## config.mk

```make
export PLATFORM = sky130hd
export DESIGN_NAME = reorder25_sched
export DESIGN_NICKNAME = d
export VERILOG_FILES = /design/src/rtl/reorder25_sched.sv
export SDC_FILE = /design/constraint.sdc
export NUM_CORES = 1
export LEC_CHECK = 0
export ABC_AREA = 1
export BUFFER_PORTS_ARGS = -buffer_cell sky130_fd_sc_hd__buf_4
export CORE_MARGIN = 8
export CORE_UTILIZATION = 41
export DETAILED_ROUTE_END_ITERATION = 16
export PLACE_DENSITY = 0.81
export SLEW_MARGIN = 30
export SYNTH_ARGS = -nofsm -noshare
export SYNTH_HDL_FRONTEND = slang
export SYNTH_SLANG_ARGS = --single-unit
```

## constraint.sdc

```tcl
create_clock -name clk -period 1.7 [get_ports clk]
set_input_delay 0.17 -clock clk [delete_from_list [all_inputs] [get_ports clk]]
set_output_delay 0.17 -clock clk [all_outputs]
set_load 0.005 [all_outputs]
```

## src/rtl/reorder25_sched.sv

```systemverilog
// Round-robin frame scheduler feeding the 25-point reorder buffer: one N-sample frame per grant, drain, then a single GAP cycle.
// Optional DRAIN watchdog (err_timeout / rb_rst ports) is enabled by defining REORDER_SCHED_TIMEOUT_EN.
module reorder25_sched #(
    parameter int WIDTH = 18,
    parameter int N     = 25
) (
    input  logic                    clk,
    input  logic                    rst,
    input  logic                    req0,
    input  logic                    req1,
    input  logic signed [WIDTH-1:0] s0_re,
    input  logic signed [WIDTH-1:0] s0_im,
    input  logic signed [WIDTH-1:0] s1_re,
    input  logic signed [WIDTH-1:0] s1_im,
    input  logic                    s0_valid,
    input  logic                    s1_valid,
    output logic                    s0_ready,
    output logic                    s1_ready,
    output logic                    gnt0,
    output logic                    gnt1,
    output logic signed [WIDTH-1:0] rb_di_re,
    output logic signed [WIDTH-1:0] rb_di_im,
    output logic                    rb_di_en,
    input  logic                    rb_do_en,
    output logic                    busy,
    output logic                    frame_done,
    output logic                    frame_src,
    output logic                    err_underrun
`ifdef REORDER_SCHED_TIMEOUT_EN
    ,
    output logic                    err_timeout,
    output logic                    rb_rst
`endif
);

    localparam int CW = $clog2(N + 1);

    typedef enum logic [1:0] {S_IDLE, S_LOAD, S_DRAIN, S_GAP} state_t;

    state_t         state_reg, state_next;
    logic           gnt0_reg, gnt0_next;
    logic           gnt1_reg, gnt1_next;
    logic           sel_reg, sel_next;
    logic           last_reg, last_next;
    logic [CW-1:0]  load_cnt_reg, load_cnt_next;
    logic [CW-1:0]  drain_cnt_reg, drain_cnt_next;
    logic           done_reg, done_next;
    logic           frame_done_reg, frame_done_next;
    logic           frame_src_reg, frame_src_next;
    logic           underrun_reg, underrun_next;
    logic           di_en_reg, di_en_next;
    logic           busy_reg, busy_next;
    logic           cur_valid;

`ifdef REORDER_SCHED_TIMEOUT_EN
    localparam int WW = $clog2(2 * N + 1);
    logic [WW-1:0]  wd_cnt_reg, wd_cnt_next;
    logic           timeout_reg, timeout_next;
`endif

    assign cur_valid = sel_reg ? s1_valid : s0_valid;

    always_comb begin
        state_next      = state_reg;
        gnt0_next       = gnt0_reg;
        gnt1_next       = gnt1_reg;
        sel_next        = sel_reg;
        last_next       = last_reg;
        load_cnt_next   = load_cnt_reg;
        drain_cnt_next  = drain_cnt_reg;
        done_next       = done_reg;
        frame_done_next = 1'b0;
        frame_src_next  = frame_src_reg;
        underrun_next   = 1'b0;
`ifdef REORDER_SCHED_TIMEOUT_EN
        wd_cnt_next     = wd_cnt_reg;
        timeout_next    = 1'b0;
`endif
        unique case (state_reg)
            S_IDLE: begin
                // On a tie, last_reg names the requester served most recently.
                if (req0 && (!req1 || last_reg)) begin
                    state_next    = S_LOAD;
                    sel_next      = 1'b0;
                    gnt0_next     = 1'b1;
                    load_cnt_next = '0;
                end else if (req1) begin
                    state_next    = S_LOAD;
                    sel_next      = 1'b1;
                    gnt1_next     = 1'b1;
                    load_cnt_next = '0;
                end
            end
            S_LOAD: begin
                underrun_next = !cur_valid;
                if (load_cnt_reg == CW'(N - 1)) begin
                    state_next     = S_DRAIN;
                    gnt0_next      = 1'b0;
                    gnt1_next      = 1'b0;
                    last_next      = sel_reg;
                    drain_cnt_next = '0;
                    done_next      = 1'b0;
`ifdef REORDER_SCHED_TIMEOUT_EN
                    wd_cnt_next    = '0;
`endif
                end else begin
                    load_cnt_next = load_cnt_reg + CW'(1);
                end
            end
            S_DRAIN: begin
                // done_reg holds DRAIN for the cycle frame_done (or err_timeout) is visible.
                if (done_reg) begin
                    state_next = S_GAP;
                end else begin
                    if (rb_do_en) begin
                        drain_cnt_next = drain_cnt_reg + CW'(1);
                        if (drain_cnt_reg == CW'(N - 1)) begin
                            frame_done_next = 1'b1;
                            frame_src_next  = sel_reg;
                            done_next       = 1'b1;
                        end
                    end
`ifdef REORDER_SCHED_TIMEOUT_EN
                    wd_cnt_next = wd_cnt_reg + WW'(1);
                    if (wd_cnt_reg == WW'(2 * N - 1) &&
                        !(rb_do_en && drain_cnt_reg == CW'(N - 1))) begin
                        timeout_next = 1'b1;
                        done_next    = 1'b1;
                    end
`endif
                end
            end
            S_GAP: begin
                state_next = S_IDLE;
            end
            default: begin
                state_next = S_IDLE;
            end
        endcase
        di_en_next = (state_next == S_LOAD);
        busy_next  = (state_next != S_IDLE);
    end

    always_ff @(posedge clk or posedge rst) begin
        if (rst) begin
            state_reg      <= S_IDLE;
            gnt0_reg       <= 1'b0;
            gnt1_reg       <= 1'b0;
            sel_reg        <= 1'b0;
            last_reg       <= 1'b1;
            load_cnt_reg   <= '0;
            drain_cnt_reg  <= '0;
            done_reg       <= 1'b0;
            frame_done_reg <= 1'b0;
            frame_src_reg  <= 1'b0;
            underrun_reg   <= 1'b0;
            di_en_reg      <= 1'b0;
            busy_reg       <= 1'b0;
`ifdef REORDER_SCHED_TIMEOUT_EN
            wd_cnt_reg     <= '0;
            timeout_reg    <= 1'b0;
`endif
        end else begin
            state_reg      <= state_next;
            gnt0_reg       <= gnt0_next;
            gnt1_reg       <= gnt1_next;
            sel_reg        <= sel_next;
            last_reg       <= last_next;
            load_cnt_reg   <= load_cnt_next;
            drain_cnt_reg  <= drain_cnt_next;
            done_reg       <= done_next;
            frame_done_reg <= frame_done_next;
            frame_src_reg  <= frame_src_next;
            underrun_reg   <= underrun_next;
            di_en_reg      <= di_en_next;
            busy_reg       <= busy_next;
`ifdef REORDER_SCHED_TIMEOUT_EN
            wd_cnt_reg     <= wd_cnt_next;
            timeout_reg    <= timeout_next;
`endif
        end
    end

    // Missing samples are zero-filled so the frame length never changes.
    always_comb begin
        rb_di_re = '0;
        rb_di_im = '0;
        if (di_en_reg && cur_valid) begin
            rb_di_re = sel_reg ? s1_re : s0_re;
            rb_di_im = sel_reg ? s1_im : s0_im;
        end
    end

    assign s0_ready     = gnt0_reg;
    assign s1_ready     = gnt1_reg;
    assign gnt0         = gnt0_reg;
    assign gnt1         = gnt1_reg;
    assign rb_di_en     = di_en_reg;
    assign busy         = busy_reg;
    assign frame_done   = frame_done_reg;
    assign frame_src    = frame_src_reg;
    assign err_underrun = underrun_reg;
`ifdef REORDER_SCHED_TIMEOUT_EN
    assign err_timeout  = timeout_reg;
    assign rb_rst       = timeout_reg;
`endif

endmodule

```

==> results of run 1 <==
[layer usage]
layer | vias up | track usage (%) | share of wire, %
li1 | 1075 | - | -
met1 | 923 | 21.5 | 37
met2 | 94 | 33.9 | 50
met3 | 12 | 6.36 | 11
met4 | 0 | 6.73 | 2.2
met5 | - | 0 | 0
[report_power, final]
group | total (uW) | internal (uW) | leakage, uW | switching [uW]
combinational | 2180 | 958 | 0.00121 | 1220
clock | 325 | 167 | 0.0000228 | 158
sequential | 893 | 713 | 0.000278 | 180
total | 3390 | 1840 | 0.00151 | 1560
[cell type report]
cell class | instances | area, sq um
Timing Repair Buffer | 131 | 998
Multi-Input combinational cell | 202 | 983
Tap cell | 50 | 62.6
Sequential cell | 22 | 553
Inverter | 25 | 93.8
Clock buffer | 4 | 45.0
Fill cell | 344 | 1230
[final timing paths]
path | from | to | slack, ns | depth (start not counted)
min | s0_valid | err_underrun | 0.19 | 4
min reg2reg | last_reg | last_reg | 0.50 | 2
min in group asynchronous | rst | drain_cnt_reg[3] | 0.50 | 4
max reg2reg | load_cnt_reg[0] | load_cnt_reg[3] | 0.30 | 9
max | sel_reg | rb_di_im[11] | 0.06 | 7
max in group asynchronous | rst | last_reg | 0.93 | 4
[cells in the final DEF (no fill, tap or decap), types with 3 or more instances in the layout]
master / synthesis / final
sky130_fd_sc_hd__nand2_1: 111 / 111
sky130_fd_sc_hd__buf_4: 2 / 129
sky130_fd_sc_hd__nand3_1: 7 / 7
sky130_fd_sc_hd__nand4_1: 9 / 9
sky130_fd_sc_hd__dfrtp_1: 21 / 20
sky130_fd_sc_hd__o21ai_0: 4 / 4
sky130_fd_sc_hd__a21oi_2: 0 / 4
sky130_fd_sc_hd__a21oi_1: 38 / 34
sky130_fd_sc_hd__clkbuf_8: 0 / 3
sky130_fd_sc_hd__ha_1: 4 / 4
sky130_fd_sc_hd__inv_2: 4 / 4
sky130_fd_sc_hd__inv_1: 21 / 21
sky130_fd_sc_hd__nor2_1: 11 / 11
sky130_fd_sc_hd__nor2_4: 3 / 3
sky130_fd_sc_hd__nand2_2: 4 / 4
[kinds of logic after synthesis]
logic type      synth area share (%)
xor+xnor                        2.08
flops                           32.8
buf+inv                         9.67
compound gates                  12.8
fa+ha+maj                       2.97
simple gates                    39.7
[metrics by stage]
stage	power (uW)	cells	hold slack (ns)
floorplan	2130	262	0.158
global placement	2990	428	0.224
detailed placement	3030	428	0.223
CTS	3370	433	0.195
global route	3700	434	0.193
finish	3390	434	0.195
[worst max-delay path, delay by kind of cell, from the launching register on]
kind	cells	cell delay, ns
AND/OR/NAND/NOR	3	0.21
buffers and inverters	3	0.40
flip-flops	1	0.43
AO/OA/AOI/OAI	1	0.16
[timing repair]
item | in CTS | in global routing
hold endpoints to repair | 21 | 0
setup endpoints to repair | 0 | 32
buffers inserted | 0 | 1
hold buffers | 1 | 0
gates resized for setup | 0 | 5
==> results.toml, run 1 <==
[grt]
first_global_vias = 1932
grt_max_degree = 37
antenna_found_initial = 0
grt_overflow = 0
grt_pass1_wl_mm = 9.92
grt_usage_pct = 19.4

[critical_path]
critical_path_class = "reg -> out"
end_kind = "primary output"
worstPathCellList = "inv_1 -> nand2_1 -> nand2_1 -> nand2_2 -> buf_12 -> a21oi_1 -> buf_4"
worstPathMaxFanout = 36
critPathLaunchType = "flop"
critical-path-top-cell-by-count = "sky130_fd_sc_hd__nand2_1"
timing.critical_path.slowest_cell_delay_ns = 0.43
worst_path_max_delay_cell = "sky130_fd_sc_hd__dfrtp_2"
critPathArrivalTime_ns = 1.47
cp_data_required_time_ns = 1.53

[die]
fp.dieArea_sq_um = 6410
die_height_microns = 80.1
std_cell_rows = 23
start_util_pct = 42.4
fp.dieW_microns = 80.1
placeableCoreArea_sq_um = 3970
pin_count = 124

[synth]
synth.lib_cells_used.distinct = 24
yosys-top-cells-count = "sky130_fd_sc_hd__nand2_1, sky130_fd_sc_hd__a21oi_1, sky130_fd_sc_hd__dfrtp_1, sky130_fd_sc_hd__inv_1, sky130_fd_sc_hd__nor2_1"
portion_of_the_post_synthesis_area_used_by_sequential_elements_pct = 32.8
post-synth-top-count-cell = "sky130_fd_sc_hd__nand2_1"
synth_area_sq_um = 1680
postSynth.topFlopCell = "sky130_fd_sc_hd__dfrtp_1"
total_nets_after_synthesis = 345
netlist.top_cell.by_area = "sky130_fd_sc_hd__dfrtp_1"
syn-instance-count = 262
number_of_synthesized_register_bits = 22
post_synth_main_area_contributors = "sky130_fd_sc_hd__dfrtp_1, sky130_fd_sc_hd__nand2_1, sky130_fd_sc_hd__a21oi_1"
fraction_of_post_synthesis_cell_area_in_the_top_cell_type_by_area_pct = 31.2
syn_area_per_cell_sq_um = 6.42
synth_enable_flop_cells = 0
synth.yosys.warnings = 0
asyncSetResetFlopFracSynth_pct = 100

[cells_and_area]
syn2layout_area_growth_pct = 62.6
utilization_pct = 68.9
antennaDiodeCount = 0
layout-drive-gt1-share_pct = 40.4
nNetsFinal = 468
final_design_area_no_fill_sq_um = 2740

[clock_tree]
tritoncts_clock_tree = "built"
clk_pin_slew_worst_paths_ns = 0.07
cts.root.buffer_cell = "sky130_fd_sc_hd__clkbuf_8"
htreeDepth = 1
clk-insertion-delay-late_ns = 0.26
cts_num_sinks = 22
cts-root-to-sink-buffers = 2
cts_made_buffers = 3

[timing]
finalWorstPathRequiredPeriod_ns = 1.64
finalSetupViolations = 0
postLayoutSetupSlackWorst_ns = 0.0638
layout_worst_path_cycle_share_pct = 96.2
final.setup.tns_ns = 0
worstMarginPinSlew_ns = 0.284
maximum_clock_rate_ghz = 0.611
maxSlewViolCount = 0
rsz0062_at_grt = "true"
worst_slew_margin_rel_pct = 81.0
finClkSkew_ns = 0.000870
finalHoldViolations = 0

[routing]
firstDrtPassIters = 4
routed-via-count = 2104
wirelength_mm = 6.63
post_drt_via_cell_ratio = 4.85
wire_per_inst_microns = 15.3
route.detailed.drc = 0
drt_iter0_drc = 101
antenna_left = 0

[placement]
portBuffers = 123
post_dp_cell_area_sq_um = 2660
preCtsSetupSlack_ns = 0.326
place_congestion = 0.931
detailed_place_hpwl_mm = 5.40

[power_and_ir_drop]
max-vdd-ir-drop_mv = 0.978
power.static_leakage_uw = 0.00151
pwr_density_cell_nw_per_um2 = 1240

[flow_run]
timing.max_cap.violations = 0

[hold_path]
worstHoldPathType = "in -> reg"

[run_status]
outcome = "finished clean"
Power figures use the tool's default switching activity.
==> run 2, diff against run 1 <==
--- a/config.mk
+++ b/config.mk
@@ -11,6 +11,7 @@
 export CORE_UTILIZATION = 41
 export DETAILED_ROUTE_END_ITERATION = 16
 export PLACE_DENSITY = 0.81
+export SETUP_SLACK_MARGIN = 0.2
 export SLEW_MARGIN = 30
 export SYNTH_ARGS = -nofsm -noshare
 export SYNTH_HDL_FRONTEND = slang
==> run 2 against run 1 <==
Net effect:
- sequential share of layout area is 0.78 points lower
- maximum frequency is 0.93% higher
- worst hold slack better by 0.014 ns
- clock skew hardly changed
- clock power hardly changed
- via count is 3.8% higher
- sequential power is 0.7% higher
- register-to-register slack hardly changed
- die area stayed put
==> results.toml, run 2 (synthesis results as in run 1) <==
[run_status]
outcome = "finished clean"

[critical_path]
reg2reg_setup_slack_ns = 0.30
critPathLaunchType = "flop"
critical_path_class = "reg -> out"
cp_data_required_time_ns = 1.53
critPathArrivalTime_ns = 1.45
worstPathMaxFanout = 18
end_kind = "primary output"

[routing]
post_drt_via_cell_ratio = 5.01
firstDrtPassIters = 4
wire_per_inst_microns = 16.1
antenna_left = 0
route.detailed.drc = 0
wirelength_mm = 7.02
drt_iter0_drc = 103
routed-via-count = 2183

[grt]
grt_max_degree = 26
grt_overflow = 0
busiest_layer = "met2"
antenna_found_initial = 0
first_global_vias = 1995
grt.met2_usage_pct = 36.8
global_route.usage.met3_pct = 5.92
grt.met1_usage_pct = 21.9
grt_pass1_wl_mm = 10.2
grt_usage_pct = 20.1

[clock_tree]
cts_made_buffers = 3
htreeDepth = 1
cts_num_sinks = 22
cts.root.buffer_cell = "sky130_fd_sc_hd__clkbuf_8"
cts-root-to-sink-buffers = 2
tritoncts_clock_tree = "built"
clk_pin_slew_worst_paths_ns = 0.07
clk-insertion-delay-late_ns = 0.26

[timing]
final.setup.tns_ns = 0
worst_hold_slack_across_all_endpoints_ns = 0.209
finClkSkew_ns = 0.000897
finalWorstPathRequiredPeriod_ns = 1.62
finalSetupViolations = 0
maxSlewViolCount = 0
maximum_clock_rate_ghz = 0.617
rsz0062_at_grt = "true"
layout_worst_path_cycle_share_pct = 95.4
worstMarginPinSlew_ns = 0.284
finalHoldViolations = 0
worst_slew_margin_rel_pct = 81.0

[cells_and_area]
layout.cells.most_common_list = "sky130_fd_sc_hd__buf_4, sky130_fd_sc_hd__nand2_1, sky130_fd_sc_hd__a21oi_2"
layout-drive-gt1-share_pct = 45.9
syn2layout_area_growth_pct = 69.1
layout.cells.most_common = "sky130_fd_sc_hd__buf_4"
nNetsFinal = 470
final_design_area_no_fill_sq_um = 2850
layout.filler_cells = 315
antennaDiodeCount = 0

[power_and_ir_drop]
pwr_density_cell_nw_per_um2 = 1270
max-vdd-ir-drop_mv = 1.01
power.static_leakage_uw = 0.00154

[hold_path]
worstHoldPathType = "in -> reg"

[flow_run]
timing.max_cap.violations = 0

[placement]
place_congestion = 0.931
post_dp_cell_area_sq_um = 2660
portBuffers = 123
detailed_place_hpwl_mm = 5.40

[die]
placeableCoreArea_sq_um = 3970
fp.dieW_microns = 80.1
start_util_pct = 42.4
fp.dieArea_sq_um = 6410
die_height_microns = 80.1
pin_count = 124
std_cell_rows = 23
## run 2: changes by cell type in the layout (fill, tap and decap cells not counted), sizes merged
cell	change
buf	+2
## run 2: repair_timing
item / 4_1_cts / 5_1_grt
setup endpoints to repair: 36 / 36
hold endpoints to repair: 21 / 0
cloned: 1 / 0
setup buffers: 2 / 0
resized for setup: 7 / 20
hold buffers: 1 / 0
## run 2: path summary, 6_finish.rpt
check,end,from,cells after the start
max in group asynchronous,last_reg,rst,4
min reg2reg,last_reg,last_reg,2
min in group asynchronous,drain_cnt_reg[3],rst,4
max,rb_di_im[0],sel_reg,7
max reg2reg,load_cnt_reg[3],load_cnt_reg[0],9
min,err_underrun,s0_valid,4
## run 2: cell type report
type                            count  area, sq um  share of cell area [%]
Sequential cell                    22          553                    19.4
Clock buffer                        4         45.0                    1.58
Multi-Input combinational cell    202         1060                    37.2
Tap cell                           50         62.6                    2.20
Inverter                           25         93.8                    3.30
Timing Repair Buffer              133         1030                    36.3
## run 2: critical path, stage by stage, from the launching register on
cell,delay (ns)
sky130_fd_sc_hd__dfrtp_2,0.44
sky130_fd_sc_hd__inv_2,0.08
sky130_fd_sc_hd__nand2_1,0.06
sky130_fd_sc_hd__nand2_2,0.08
sky130_fd_sc_hd__nand2_4,0.08
sky130_fd_sc_hd__buf_12,0.17
sky130_fd_sc_hd__a21oi_1,0.13
sky130_fd_sc_hd__buf_4,0.14
## run 2: routing by layer
layer	vias to the layer above	wire [microns]
li1	1080	-
met1	991	2620
met2	100	3540
met3	12	723
met4	0	127
met5	-	0
## run 2: power breakdown
group	switching, uW	internal, uW
clock network	158	167
registers	187	713
logic	1350	1050
total	1690	1930
## run 2: metrics by stage
stage	util, %	total power (uW)	cells	setup WS (ns)
after floorplan	-	2130	262	0.467
after global placement	66.9	2990	428	0.360
after detailed placement	66.9	3030	428	0.326
after CTS	69.8	3510	436	0.115
after global routing	71.7	3920	436	0.0271
final	71.7	3620	436	0.0788
